--- src/rtl/alu_forward_unit.sv ---
// alu_forward_unit: execute-stage operand generator with private MEM/WB shadow slots,
// RAW forwarding (MEM over WB, r0 never forwarded), ALU-source select and a saturating event counter.
`default_nettype none

module alu_forward_unit #(
    parameter int NBITS = 32,
    parameter int RBITS = 5,
    parameter int CBITS = 16
) (
    input  logic             i_clk,
    input  logic             i_rst_n,
    input  logic             i_enable,
    input  logic             i_flush,
    input  logic [RBITS-1:0] i_rs,
    input  logic [RBITS-1:0] i_rt,
    input  logic [NBITS-1:0] i_rs_data,
    input  logic [NBITS-1:0] i_rt_data,
    input  logic [NBITS-1:0] i_immediate,
    input  logic             i_alu_source,
    input  logic [RBITS-1:0] i_ex_rd,
    input  logic             i_ex_regwrite,
    input  logic             i_ex_memread,
    input  logic [NBITS-1:0] i_ex_result,
    input  logic [NBITS-1:0] i_mem_rdata,
    output logic [NBITS-1:0] o_aluinA,
    output logic [NBITS-1:0] o_aluinB,
    output logic [NBITS-1:0] o_store_data,
    output logic [1:0]       o_fwd_a,
    output logic [1:0]       o_fwd_b,
    output logic [CBITS-1:0] o_fwd_count
);

    localparam logic [1:0] FWD_NONE = 2'b00;
    localparam logic [1:0] FWD_WB   = 2'b01;
    localparam logic [1:0] FWD_MEM  = 2'b10;

    logic [RBITS-1:0] mem_rd;
    logic             mem_regwrite;
    logic             mem_memread;
    logic [NBITS-1:0] mem_result;
    logic [RBITS-1:0] wb_rd;
    logic             wb_regwrite;
    logic [NBITS-1:0] wb_value;
    logic [CBITS-1:0] fwd_count;

    logic [NBITS-1:0] mem_value;
    logic             mem_hit_rs, mem_hit_rt, wb_hit_rs, wb_hit_rt;
    logic [1:0]       fwd_a, fwd_b;
    logic [NBITS-1:0] rs_value, rt_value;

    // A load in MEM forwards the live memory read data, not its address.
    assign mem_value = mem_memread ? i_mem_rdata : mem_result;

    assign mem_hit_rs = mem_regwrite && (mem_rd != '0) && (mem_rd == i_rs);
    assign mem_hit_rt = mem_regwrite && (mem_rd != '0) && (mem_rd == i_rt);
    assign wb_hit_rs  = wb_regwrite  && (wb_rd  != '0) && (wb_rd  == i_rs);
    assign wb_hit_rt  = wb_regwrite  && (wb_rd  != '0) && (wb_rd  == i_rt);

    always_comb begin
        fwd_a    = FWD_NONE;
        fwd_b    = FWD_NONE;
        rs_value = i_rs_data;
        rt_value = i_rt_data;
        if (mem_hit_rs) begin
            fwd_a    = FWD_MEM;
            rs_value = mem_value;
        end else if (wb_hit_rs) begin
            fwd_a    = FWD_WB;
            rs_value = wb_value;
        end
        if (mem_hit_rt) begin
            fwd_b    = FWD_MEM;
            rt_value = mem_value;
        end else if (wb_hit_rt) begin
            fwd_b    = FWD_WB;
            rt_value = wb_value;
        end
    end

    always_ff @(posedge i_clk or negedge i_rst_n) begin
        if (!i_rst_n) begin
            mem_rd       <= '0;
            mem_regwrite <= 1'b0;
            mem_memread  <= 1'b0;
            mem_result   <= '0;
            wb_rd        <= '0;
            wb_regwrite  <= 1'b0;
            wb_value     <= '0;
            fwd_count    <= '0;
        end else if (i_enable) begin
            mem_rd       <= i_ex_rd;
            mem_regwrite <= i_ex_regwrite & ~i_flush;
            mem_memread  <= i_ex_memread & ~i_flush;
            mem_result   <= i_ex_result;
            wb_rd        <= mem_rd;
            wb_regwrite  <= mem_regwrite;
            wb_value     <= mem_value;
            if (((fwd_a != FWD_NONE) || (fwd_b != FWD_NONE)) && (fwd_count != {CBITS{1'b1}}))
                fwd_count <= fwd_count + 1'b1;
        end
    end

    assign o_aluinA     = rs_value;
    assign o_store_data = rt_value;
    assign o_aluinB     = i_alu_source ? i_immediate : rt_value;
    assign o_fwd_a      = fwd_a;
    assign o_fwd_b      = fwd_b;
    assign o_fwd_count  = fwd_count;

endmodule

`default_nettype wire

--- config.mk ---
export PLATFORM = sky130hd
export DESIGN_NAME = alu_forward_unit
export DESIGN_NICKNAME = d
export VERILOG_FILES = /design/src/rtl/alu_forward_unit.sv
export SDC_FILE = /design/constraint.sdc
export NUM_CORES = 1
export LEC_CHECK = 0
export CELL_PAD_IN_SITES_DETAIL_PLACEMENT = 0
export CELL_PAD_IN_SITES_GLOBAL_PLACEMENT = 1
export CORE_ASPECT_RATIO = 0.5
export CORE_MARGIN = 2
export CORE_UTILIZATION = 32
export DETAILED_ROUTE_END_ITERATION = 10
export PLACE_DENSITY_LB_ADDON = 0.08
export SLEW_MARGIN = 40
export SYNTH_ARGS = -nofsm -noshare
export SYNTH_HDL_FRONTEND = slang
export SYNTH_SLANG_ARGS = --single-unit
--- constraint.sdc ---
create_clock -name i_clk -period 6.7 [get_ports i_clk]
set_input_delay 2.01 -clock i_clk [delete_from_list [all_inputs] [get_ports i_clk]]
set_output_delay 2.01 -clock i_clk [all_outputs]
set_load 0.005 [all_outputs]
==> results.md, run 1 <==
* DRT Pass-1 Iters at 4
* Gate Count Post-Synth at 554
* Global-route wire length before repair at approximately 30 mm
* Die area at 19580 um2
* Syn. warnings at 0
* Max-slew violation count at 0
* Post-CTS setup buffers at 0
* PD cells at 177.5 nW/um2
* RD Place Congestion at 0.7581
* Setup slack at placement at about 130 ps
* CP cell instances: clkdlybuf4s50_1 -> xnor2_1 -> nand4_1 -> nor4_2 -> buf_4 -> mux2i_1 -> mux2i_1 -> mux2_2 -> clkdlybuf4s50_1
* Synth top area cells: dfrtp_1 (39%), mux2_2 (20%), mux2i_1 (16%), a21oi_1 (5.4%), nor2_1 (4.3%)
* Initial antenna violation count at 0
* Post-synth ARST share at 100.0%
* Share of layout cells above drive strength 1 at between 15 and 20%
* Mux cell area share after synthesis at 36.75%
* Hold WC Path Type: reg -> reg
* Drt drc at 0
* Max-cap violations at 0
* Avg Cell Area, Syn at about 11 um2
* CTS H-tree depth at 3
* RSZ-0062 raised after global routing: yes
* Initial core utilization at 32.35%
* Cell Rows at 35
* Final period util at 97.65%
* Post-CTS Resized at 0
* WP data arrival at ~4500 ps
* Gr ovfl total at 0
* Post-Route WL at 19.38 mm
* Max frequency at 152.8 MHz
* Syn-to-layout area delta at 60.49%
* Worst hold margin at 494.3 ps
* Vias in the first global route at 5249
* CP max stage delay at 510 ps
* CP max FO at 18
* Placed cells at 1062
* GRT Overall Usage at 19.95%
* CTS Buf Count at 9
* Number of synthesized flops with an enable pin at 0
* Setup ws final at 157.2 ps
* CP startpoint kind: input port
* Crit. End Element: output pin
* Count leader, synth: mux2_2
* Dpl hpwl at 14.43 mm
* Worst-skew pair later-pin latency at 340 ps
* Routed Antenna Nets at 0
* WS Path Type: in -> out
* Critical Path RT at 4690 ps
* Largest net degree at the start of global routing at 63
* Post-Synth XOR/XNOR Area at 5.202%
* Synth Area in Simple Gates at 8.577%
* TritonCTS clock tree: done
* Register area share after synthesis at 39.49%
* Cell accounting for the most synthesized area: dfrtp_1
* LEAKAGE at about 3.6 nW
* Mapped Area at 5893 um2
* Status: finished, final reports clean
* Sink Count at slightly above 90
* IO Count at 298
* Post-synthesis net count at 737
* Slew headroom at 56.91%
* Synth Area in Adders at less than 1%
* Clock Tree Root: clkbuf_16
* DR iter-0 viols at 131
* Clk buf depth at 2
* Core area at 18220 um2
* Hold Fails Final Rpt at 0
* Vias per cell at around 4.8
* Buf/Inv on CP at 3
* Cell area after layout at ~9500 um2
* Routed wire per std cell at approximately 18 um
* Ant. Diodes at 0
* Top cells by count, synth: mux2_2 (107), mux2i_1 (96), dfrtp_1 (93)
* Final Critical Period at about 6500 ps
* Largest family of logic cells by synthesized area: multiplexers
* Final Non-Filler Cells at about 1100
* Slowest-stage cell, CP: clkdlybuf4s50_1
* Via Count at 5123
* #FFs+latches synth at 93
* Prevailing post-synth register cell: dfrtp_1
* Clock transition at path regs at 60 ps
* Synth top area share at 39.49%
* Worst VDD drop at 0.1406 mV
* Fill count at 1668
* Synth Area in Compound Gates at around 6.4%
* Die Y at 99.96 um
* I/O Buffers at 297
* Nets at approximately 1000
* Placement Cell Area at 9126 um2
* CP top delay family: buffers and inverters
* DIE WIDTH at 195.9 um
* Netlist cell types at 30
* Final setup viols at 0
* Worst clock skew at 5.340 ps
* Measured slew at the worst slew-check pin at 646.3 ps
-- through the flow --
step | power [mW] | utilization (%) | setup TNS [ps]
detailed placement | 1.134 | 50.10 | 0
floorplan | 0.8671 | - | 0
global placement | 1.128 | 50.10 | 0
CTS | 1.707 | 51.88 | 0
global route | 1.775 | 51.92 | -29.83
finish | 1.679 | 51.92 | 0
-- per-layer routing --
metal	track usage, %	vias up	part of all wire (%)
li1	-	2530	-
met1	26.27	2458	46
met2	33.40	124	48
met3	5.578	11	6.0
met4	3.497	0	0.75
met5	0	-	0
-- layout by cell type (no fill, tap or decap) --
cell type,count
mux2_2,107
a31oi_1,1
clkdlybuf4s50_1,294
clkbuf_16,9
clkbuf_8,2
nor2b_1,2
nand3_1,7
ha_1,1
nand4_1,9
bufinv_16,2
nand2_1,7
dfrtp_1,92
and4_1,1
clkinv_4,1
mux2i_1,96
inv_1,3
o21ai_0,2
o41ai_4,1
xor2_1,11
nor2_1,67
nor2_2,2
xnor2_1,24
a21oi_1,64
buf_4,11
buf_6,1
o41a_1,1
dfrtp_2,1
nand3b_1,2
nor3_1,2
clkbuf_1,1
nor4_4,2
and3_1,4
or4_1,2
buf_12,3
nor4_2,2
-- worst register-to-register path, cell delays in order (launching register included) --
cell and delay [ps]:
dfrtp_1 430, or4_1 550, nor2_2 190, nor4_2 90, buf_4 260, o41a_1 630
nand4_1 200, xnor2_1 130
-- final cells by class --
type / count / area [um2] / area share (%)
well taps: 240 / 300.3 / 3.175
repair buffers: 309 / 3097 / 32.74
clock buffers: 12 / 256.5 / 2.712
flip-flops and latches: 93 / 2328 / 24.62
clock inverters: 3 / 68.82 / 0.7276
multi-input cells: 417 / 3396 / 35.90
inverters: 3 / 11.26 / 0.1191
-- path summary, 6_finish.rpt --
kind / cells past startpoint / to / from / slack [ps]
setup / recovery: 9 / o_aluinB[20] / i_rt[1] / 160
hold / removal: 1 / o_fwd_count[9] / o_fwd_count[9] / 490
setup reg to reg: 7 / o_fwd_count[13] / wb_rd[1] / 4140
hold reg to reg: 1 / o_fwd_count[9] / o_fwd_count[9] / 490
max in group asynchronous: 2 / mem_memread / i_rst_n / 4090
min in group asynchronous: 1 / mem_rd[3] / i_rst_n / 1620
-- cells by family (layout without fill, tap and decap cells) --
| logic type | count (synthesis) | after routing |
|---|---|---|
| multiplexers | 203 | 203 |
| AND/OR/NAND/NOR | 109 | 109 |
| flip-flops | 93 | 93 |
| AO/OA/AOI/OAI | 69 | 69 |
| buffers and inverters | 44 | 327 |
| XOR/XNOR | 35 | 35 |
| adder cells (fa/ha/maj) | 1 | 1 |
-- sequential cells by signal, summed over array words and instances, names as in the netlist --
name / count
mem_memread: 1
mem_rd: 5
mem_regwrite: 1
mem_result: 32
o_fwd_count: 16
wb_rd: 5
wb_regwrite: 1
wb_value: 32
-- power by group --
part | leakage, nW | switching [mW] | internal [mW]
clock network | 0.159 | 0.213 | 0.346
registers | 1.11 | 0.0542 | 0.622
logic | 2.30 | 0.159 | 0.284
total | 3.57 | 0.426 | 1.25
-- repair_timing --
item	CTS	global route
setup endpoints to repair	0	2
hold buffers	0	0
endpoints found under the hold margin	0	0
Note: power is estimated with default switching activity, not from simulation.
==> run 2, diff against run 1 <==
Settings changed: GPL_TIMING_DRIVEN set to 0.
==> run 2 against run 1 <==
Power fell by 1.1%. Via count rose by 6.3%. Combinational power rose by 4.5%.
==> results.md, run 2 (synthesis results as in run 1) <==
* RSZ-0062 raised after global routing: yes
* Worst-skew pair later-pin latency at 350 ps (about the same)
* Worst VDD drop at 0.1155 mV (-18%)
* CP max stage delay at 580 ps (+70 ps)
* CP top delay family: buffers and inverters
* Critical Path Stages at 10 (+1)
* Initial core utilization at 32.35% (unchanged)
* LEAKAGE at 3.709 nW (+3.8%)
* Most frequent cells in the layout: clkdlybuf4s50_1 (295), mux2_2 (107), mux2i_1 (95)
* Area of the multi-input gates at 3387 um2 (-0.26%)
* Worst clock skew at 8.492 ps (+3.152 ps)
* Final period util at 98.60% (+0.95 points)
* Clock transition at path regs at 70 ps (about the same)
* Share of layout cells above drive strength 1 at 18.81% (+1.6 points)
* Nets at 1055 (+3.8%)
* Design Power at 1.661 mW (-1.1%)
* Max frequency at 151.4 MHz (-0.96%)
* Global-route wire length before repair at 32.57 mm (+8.0%)
* Cell Rows at 35 (unchanged)
* Fill count at 1651 (-1.0%)
* WS Path Type: in -> out
* CTS H-tree depth at 3 (unchanged)
* Most common cell after layout, fill and taps aside: clkdlybuf4s50_1
* Gr ovfl total at 0 (unchanged)
* CP cell instances: clkdlybuf4s50_1 -> xnor2_1 -> nand4_1 -> nor4_4 -> buf_4 -> buf_4 -> clkbuf_2 -> nor2_1 -> a21oi_1 -> clkdlybuf4s50_1
* Hold Fails Final Rpt at 0 (unchanged)
* Vias in the first global route at 5657 (+7.8%)
* Vias per cell at 4.877 (+2.5%)
* Status: finished, final reports clean
* Slew headroom at 53.20% (-3.7 points)
* Internal power at 1.211 mW (-3.3%)
* Dpl hpwl at 16.40 mm (+14%)
* GRT Overall Usage at 21.70% (+1.8 points)
* Drt drc at 0 (unchanged)
* IO Count at 298 (unchanged)
* Reg power frac at 40.4% (about the same)
* Slowest-stage cell, CP: clkdlybuf4s50_1
* Max-cap violations at 0 (unchanged)
* Measured slew at the worst slew-check pin at 702.1 ps (+55.77 ps)
* DRT Pass-1 Iters at 4 (unchanged)
* Max-slew violation count at 0 (unchanged)
* WP data arrival at 4600 ps (+70 ps)
* Final Non-Filler Cells at 1117 (+3.7%)
* Hold depth at 1 (unchanged)
* Sw Share at 27.10% (+1.7 points)
* Critical Path RT at 4690 ps (about the same)
* Crit. End Element: output pin
* CP max FO at 10 (-8)
* Post-Route WL at 21.47 mm (+11%)
* Die area at 19580 um2 (unchanged)
* Initial antenna violation count at 1 (+1)
* DR iter-0 viols at 167 (+27%)
* Buf/Inv on CP at 5 (+2)
* Final Critical Period at 6607 ps (+63.70 ps)
* Switching power at 0.4500 mW (+5.6%)
* CP startpoint kind: input port
* FF-to-FF path depth at 9 (+2)
* Sink Count at 93 (unchanged)
* Clock Tree Root: clkbuf_16
* Core area at 18220 um2 (unchanged)
* Placed cells at 1091 (+2.7%)
* Final setup viols at 0 (unchanged)
* Clock power share at 31.7% (-1.6 points)
* PD cells at 172.2 nW/um2 (-3.0%)
* Seq. cell area at 2327 um2 (about the same)
* Syn-to-layout area delta at 63.61%
* DIE WIDTH at 195.9 um (unchanged)
* Via Count at 5448 (+6.3%)
* TritonCTS clock tree: done
* Clk buf depth at 2 (unchanged)
* Combinational power share at 27.9% (+1.5 points)
* CTS Buf Count at 9 (unchanged)
* RD Place Congestion at 0.7851 (+3.6%)
* Largest net degree at the start of global routing at 52 (-17%)
* Ant. Diodes at 0 (unchanged)
* Worst hold margin at 492.2 ps (-2.030 ps)
* Routed Antenna Nets at 0 (unchanged)
* Routed wire per std cell at 19.22 um (+6.8%)
* I/O Buffers at 296 (-0.34%)
* Die Y at 99.96 um (unchanged)
* Hold WC Path Type: reg -> reg
run 2: cell types whose count changed in the layout (fill, tap and decap cells not counted), moves of 2 or more:
cell	previous run	this run
buf_1	0	5
buf_12	3	0
buf_2	0	4
buf_4	11	19
buf_6	1	6
clkbuf_1	1	12
clkbuf_2	0	5
clkinv_2	0	3
nor4_1	0	2
nor4_2	2	0
run 2: timing repair:
item | 4_1_cts | 5_1_grt
gates resized for setup | 14 | 16
pin swaps | 2 | 0
setup endpoints to repair | 62 | 41
buffers inserted | 6 | 4
cloned | 0 | 0
hold buffers | 0 | 0
run 2: routing by layer:
| metal | part of all wire, % | vias up | track usage [%] |
|---|---|---|---|
| li1 | - | 2603 | - |
| met1 | 46 | 2691 | 28.20 |
| met2 | 48 | 134 | 36.96 |
| met3 | 5.6 | 18 | 5.880 |
| met4 | 0.89 | 2 | 3.846 |
| met5 | 0.061 | - | 0 |
run 2: area by class of cell:
class                      count  share of cell area, %
clock buffer                  10                  2.479
multi-input combinational    417                  35.13
sequential                    93                  24.14
inverter                       3                 0.1168
clock inverter                 6                 0.6488
timing repair buffer         307                  31.85
buffer                        41                  2.530
tap                          240                  3.114
run 2: path summary, 6_finish.rpt:
| path | start | to | slack [ps] |
|---|---|---|---|
| setup / recovery | i_rs[0] | o_aluinA[6] | 90 |
| hold / removal | o_fwd_count[9] | o_fwd_count[9] | 490 |
| setup reg to reg | mem_rd[1] | o_fwd_count[13] | 4270 |
| hold reg to reg | o_fwd_count[9] | o_fwd_count[9] | 490 |
| max in group asynchronous | i_rst_n | wb_value[19] | 4560 |
| min in group asynchronous | i_rst_n | mem_rd[1] | 1540 |
run 2: power groups by stage:
| stage | clock network [mW] | registers (mW) | logic (mW) |
|---|---|---|---|
| 6_report | 0.526 | 0.671 | 0.463 |
| 5_1_grt | 0.566 | 0.680 | 0.504 |
| 4_1_cts | 0.545 | 0.671 | 0.467 |
| 3_5_place_dp | 0 | 0.682 | 0.462 |
| 3_3_place_gp | 0 | 0.680 | 0.453 |
| 2_1_floorplan | 0 | 0.668 | 0.199 |
run 2: metrics by stage:
| stage | TNS, ps | util (%) | instance area [um2] | setup WS, ps |
|---|---|---|---|---|
| finish | 0 | 52.93 | 9642 | 93.49 |
| global route | -67.43 | 52.93 | 9642 | -21.30 |
| CTS | 0 | 52.58 | 9579 | 7.542 |
| detailed placement | -18780 | 50.49 | 9199 | -688.4 |
| global placement | -48020 | 50.26 | 9156 | -657.7 |
| floorplan | 0 | - | 5893 | 1123 |
==> run 3, diff against run 2 <==
Settings changed: ABC_AREA set to 1, CORE_UTILIZATION 32 to 30.
==> run 3 against run 2 <==
Clock skew shrank 1.2 ps. Critical path type unchanged. Utilization shrank 4.5 points. Clock power grew 6.3%. Critical endpoint is now o_aluinB[24]. Highest routed layer is now met4. Non-clock buffer count grew 6. Largest power group unchanged. Die area grew 13%. Sequential share of layout area shrank 0.77 points. Synthesized area grew 6.8%.
==> results.md, run 3 <==
* Status: finished, final reports clean
* LEAKAGE at 4.548 nW (+23%)
* Critical Path RT at 4690 ps (about the same)
* Netlist cell types at 28 (-6.7%)
* CTS Buf Count at 9 (unchanged)
* Count leader, synth: nand2_1
* CP startpoint kind: input port
* Vias in the first global route at 7258 (+28%)
* WS Path Type: in -> out
* Clock power share at 33.1% (+1.4 points)
* Worst R2R Setup Slack at 4610 ps (+340 ps)
* Sink Count at 93 (unchanged)
* Post-CTS Resized at 0 (-14)
* GRT Overall Usage at 24.28% (+2.6 points)
* Clk buf depth at 2 (unchanged)
* RSZ-0062 raised after global routing: no
* Combinational power share at 28.3% (+0.4 points)
* Die Y at 106.4 um (+6.5%)
* Measured slew at the worst slew-check pin at 680.4 ps (-21.67 ps)
* CTS H-tree depth at 3 (unchanged)
* Initial antenna violation count at 2 (+1)
* Crit. End Element: output pin
* Hold depth at 2 (+1)
* Final period util at 96.84% (-1.8 points)
* Max frequency at 154.1 MHz (+1.8%)
* Slew headroom at 54.64% (+1.4 points)
* Routed Antenna Nets at 0 (unchanged)
* Gr ovfl total at 0 (unchanged)
* Post-synthesis net count at 1148 (+56%)
* Hold WC Path Type: reg -> reg
* FF-to-FF path depth at 11 (+2)
* Initial core utilization at 30.62% (-1.7 points)
* Top cells by count, synth: nand2_1 (422), o21ai_0 (109), inv_1 (95)
* Share of layout cells above drive strength 1 at 6.500% (-12 points)
* Max-cap violations at 0 (unchanged)
* Setup slack at placement at 154.3 ps (+842.8 ps)
* Design Power at 1.689 mW (+1.7%)
* Clock Tree Root: clkbuf_16
* Reg power frac at 38.6% (-1.8 points)
* Prevailing post-synth register cell: dfrtp_1
* Internal power at 1.188 mW (-1.9%)
* Switching power at 0.5009 mW (+11%)
* PD cells at 169.5 nW/um2 (-1.6%)
* I/O Buffers at 295 (-0.34%)
* Nets at 1455 (+38%)
* Number of synthesized flops with an enable pin at 0 (unchanged)
* Register area share after synthesis at 36.97% (-2.5 points)
* Worst VDD drop at 0.1338 mV (+16%)
* TritonCTS clock tree: done
* Max-slew violation count at 0 (unchanged)
* Core area at 20550 um2 (+13%)
* Via Count at 7327 (+34%)
* Synth top area cells: dfrtp_1 (37%), nand2_1 (25%), o21ai_0 (8.7%), inv_1 (5.7%), nand3_1 (5.2%)
* Drt drc at 0 (unchanged)
* Largest net degree at the start of global routing at 57 (+9.6%)
* Dpl hpwl at 20.70 mm (+26%)
* Setup TNS after final layout at 0 ps (unchanged)
* Worst r2r dst: o_fwd_count[1]
* Syn-to-layout area delta at 58.24%
* Final setup viols at 0 (unchanged)
* HP Start: wb_regwrite
* Post-Route WL at 26.81 mm (+25%)
* Synth top area share at 36.97% (-2.5 points)
* Cell Rows at 37 (+5.7%)
* Post-CTS setup buffers at 0 (-6)
* Hold Fails Final Rpt at 0 (unchanged)
* Clock transition at path regs at 70 ps (about the same)
* Mapped Area at 6295 um2 (+6.8%)
* WP data arrival at 4480 ps (-120 ps)
* Routed wire per std cell at 17.28 um (-10%)
* # hold bufs at CTS at 0 (unchanged)
* Setup ws final at 211.4 ps (+117.9 ps)
* Avg Cell Area, Syn at 6.523 um2 (-39%)
* #FFs+latches synth at 93 (unchanged)
* Sw Share at 29.66% (+2.6 points)
* Post-synth ARST share at 100.0% (unchanged)
* Final Critical Period at 6489 ps (-117.9 ps)
* IO Count at 298 (unchanged)
* Most common cell after layout, fill and taps aside: nand2_1
* Most frequent cells in the layout: nand2_1 (422), clkdlybuf4s50_1 (294), o21ai_0 (109)
* Cell accounting for the most synthesized area: dfrtp_1
* Global-route wire length before repair at 41.43 mm (+27%)
* CP max FO at 10 (unchanged)
* DIE WIDTH at 208.9 um (+6.6%)
* Vias per cell at 4.721 (-3.2%)
* FF-to-FF Start: mem_rd[3]
* DRT Pass-1 Iters at 7 (+3)
* Worst-skew pair later-pin latency at 350 ps (about the same)
* Worst clock skew at 7.255 ps (-1.237 ps)
* DR iter-0 viols at 386 (+130%)
* Gate Count Post-Synth at 965 (+74%)
* RD Place Congestion at 0.8598 (+9.5%)
* Worst Hold End: wb_regwrite
* Die area at 22230 um2 (+13%)
* Syn. warnings at 0 (unchanged)
## run 3: kinds of logic after synthesis
logic type	share of synthesized area, %
flip-flops	36.97
XOR/XNOR	1.391
buffers and inverters	10.55
adder cells (fa/ha/maj)	0.1987
AND/OR/NAND/NOR	38.32
AO/OA/AOI/OAI	12.56
## run 3: power groups by stage
| stage | clock network (mW) | logic (mW) | registers (mW) |
|---|---|---|---|
| after floorplan | 0 | 0.193 | 0.655 |
| after global placement | 0 | 0.472 | 0.661 |
| after detailed placement | 0 | 0.479 | 0.661 |
| after CTS | 0.571 | 0.482 | 0.650 |
| after global routing | 0.594 | 0.531 | 0.659 |
| final | 0.559 | 0.479 | 0.651 |
## run 3: worst max path at each step
| stage | slack [ps] | to | from | cells past startpoint |
|---|---|---|---|---|
| global placement | -270 | mem_result[15] | i_rst_n | 1 |
| detailed placement | 150 | o_aluinA[18] | i_rs[2] | 11 |
| finish | 210 | o_aluinB[24] | i_rt[3] | 13 |
| floorplan | 1650 | o_aluinB[10] | i_rt[3] | 12 |
| global route | 1 | o_aluinB[21] | i_rt[2] | 13 |
| CTS | 140 | o_aluinA[2] | i_rs[2] | 11 |
## run 3: area by class of cell
| type | instances | area [um2] |
|---|---|---|
| tap | 273 | 341.6 |
| timing repair buffer | 296 | 2985 |
| multi-input combinational | 711 | 3307 |
| fill | 2177 | 10590 |
| sequential | 93 | 2327 |
| inverter | 103 | 386.6 |
| buffer | 58 | 286.5 |
| clock buffer | 12 | 266.5 |
| clock inverter | 4 | 55.05 |
| antenna | 2 | 5.005 |
## run 3: per-stage QoR
stage | utilization (%) | instances | cell area (um2) | hold WS, ps
2_1_floorplan | - | 965 | 6295 | 442.2
3_3_place_gp | 46.65 | 1533 | 9589 | 469.4
3_5_place_dp | 46.81 | 1534 | 9622 | 481.1
4_1_cts | 48.37 | 1550 | 9943 | 497.8
5_1_grt | 48.44 | 1550 | 9956 | 516.4
6_report | 48.46 | 1552 | 9961 | 493.0
## run 3: layer usage
layer / track usage [%] / vias up / routed length [um]
li1: - / 3692 / -
met1: 32.34 / 3443 / 12530
met2: 40.48 / 178 / 12540
met3: 6.115 / 14 / 1537
met4: 3.929 / 0 / 209
met5: 0 / - / 0
## run 3: critical path, stage by stage
cell and delay (ps):
clkdlybuf4s50_1 500, inv_1 60, nand2_1 50, nand2_1 50, nor2_1 120, nand3_1 150, nor2_4 290, buf_2 330
nand2_1 110, nand3_2 90, nand2_1 100, nand2_1 100, clkdlybuf4s50_1 500
==> patch, RTL diff (settings of run 3) <==
Set the parameter `RBITS` to 10 (it was 5).
--- a/src/rtl/alu_forward_unit.sv
+++ b/src/rtl/alu_forward_unit.sv
@@ -4,7 +4,7 @@
 
 module alu_forward_unit #(
     parameter int NBITS = 32,
-    parameter int RBITS = 5,
+    parameter int RBITS = 10,
     parameter int CBITS = 16
 ) (
     input  logic             i_clk,
Interface: changed (resized i_ex_rd, i_rs and i_rt); port bits go from 298 to 313. The function was not compared with the original's and may differ.
==> patch against run 3 <==
- cell area grew 12%
- total power rose by 7.2%
- worst setup slack worse by 11 ps
- wire length grew 17%
- utilization decreased by 1.6 points
- sequential cell count up 10
- area after synthesis rose by 15%
- non-clock buffer count rose by 26
- largest cell class unchanged
- largest power group unchanged
==> patch: results (changes against run 3) <==
[clock_network]
cts-htree-levels = 3  ; unchanged
cts_buffer_depth = 2  ; unchanged
clk_pin_slew_ps = 70  ; about the same
numCtsBuffers = 9  ; unchanged
clk_latency_ps = 360
cts.root.buffer_cell = clkbuf_16

[route]
via_per_inst = 4.73  ; +0.26%
dr.pass1.iters = 5  ; -2
wire_per_inst_um = 18.2  ; +5.5%
drt_iter0_drc = 669  ; +73%

[placement]
port_buffers = 311  ; +5.4%
dpl-instance-area_um2 = 10800  ; +12%
gp_congestion = 0.928  ; +7.9%
hpwlAfterDp_um = 25900  ; +25%

[min_path]
hold_path_depth = 2  ; unchanged
min_to = wb_regwrite
holdCritStartpoint = mem_regwrite
hp-class = flop to flop

[synth]
synthFlopType = dfrtp_1
ys_seq_area_share_pct = 35.5  ; -1.5 points
synthArstFlopShare_pct = 100  ; unchanged
ys_top_cells_by_area = dfrtp_1 35%, nand2_1 22%, o21ai_0 8.1%
synth.distinct_cells = 30  ; +7.1%
synth_common_cells = 431 x nand2_1, 120 x inv_1, 118 x o21ai_0
synth_nets = 1279  ; +11%
yosys_warnings = 0  ; unchanged

[critical_path]
cp.arrival_ps = 4490  ; about the same
slowest_stage = clkdlybuf4s50_1
worstRegToRegCells = 14  ; +3
crit_path_max_fanout = 10  ; unchanged
reg2reg_from = mem_rd[9]
r2r-end = o_fwd_count[13]
critPathMaxStageDelay_ps = 550  ; +50 ps
reg2reg_slack_ps = 4690  ; +80 ps
critical-path-top-delay-family = buffers and inverters

[global_route]
grt_pass1_vias = 7926  ; +9.2%
antenna_found_initial = 0  ; -2
grt_max_degree = 61  ; +7.0%
grt_pass1_wl_um = 47500  ; +15%
track_usage_pct = 24.5  ; +0.24 points

[timing]
finalHoldWorstSlack_ps = 490  ; -2.97 ps
relSlewSlack_pct = 48.2  ; -6.5 points
finClkSkew_ps = 4.65  ; -2.60 ps
finalHoldViolations = 0  ; unchanged

[power]
p_leak_nw = 5.14  ; +13%
ir_worst_vdd_mv = 0.121  ; -9.3%

[finish]
n_antenna_cell = 0  ; -2
drive_above_1_share_pct = 8.85  ; +2.3 points
nets = 1606  ; +10%
nFillCells = 2521  ; +16%

[run_status]
status = finished, final reports clean

==> patch: final cells by class <==
cell class	count	share of cell area, %
plain buffers	64	3.40
clock inverters	6	0.828
flip-flops and latches	103	23.0
inverters	127	4.31
clock buffers	10	2.14
repair buffers	316	28.4
well taps	315	3.52
multi-input cells	787	34.3
==> patch: timing repair <==
item                                    CTS  global route
setup buffers                             0             4
gates resized for setup                   0             6
endpoints found under the setup margin    0            30
hold buffers                              0             0
==> patch: worst max-delay path by stage <==
stage | end | cells after the start | from
after CTS | o_aluinA[15] | 11 | i_rs[3]
final | o_aluinB[17] | 15 | i_rt[9]
after detailed placement | o_aluinA[15] | 11 | i_rs[3]
after global routing | o_aluinA[12] | 13 | i_rs[6]
after global placement | wb_value[25] | 1 | i_rst_n
after floorplan | o_aluinB[1] | 13 | i_rt[4]
==> patch: metrics by stage <==
step / setup WS (ps) / util (%) / std cells
floorplan: 1690 / - / 1081
global placement: -642 / 45.1 / 1707
detailed placement: 96.9 / 45.3 / 1708
CTS: 96.2 / 46.7 / 1724
global route: 7.52 / 46.9 / 1728
finish: 200 / 46.9 / 1728
==> patch: kinds of logic after synthesis <==
group / count (synthesis) / share of synthesized area [%]
AND/OR/NAND/NOR: 616 / 38.8
buffers and inverters: 191 / 11.8
AO/OA/AOI/OAI: 152 / 11.6
flip-flops: 103 / 35.5
XOR/XNOR: 18 / 2.17
adder cells (fa/ha/maj): 1 / 0.172
==> patch: report_power, final <==
group          switching [W]  internal (W)  total, W
logic               0.000246      0.000246  0.000491
clock network       0.000256      0.000340  0.000596
registers          0.0000447      0.000679  0.000724
total               0.000546       0.00126   0.00181
==> patch: routing by layer <==
metal	vias up	GRT usage, %	share of wire, %
met3	20	5.10	6.8
met4	0	4.00	1.0
met5	-	0	0
met1	3825	35.3	48
li1	4088	-	-
met2	246	38.5	44
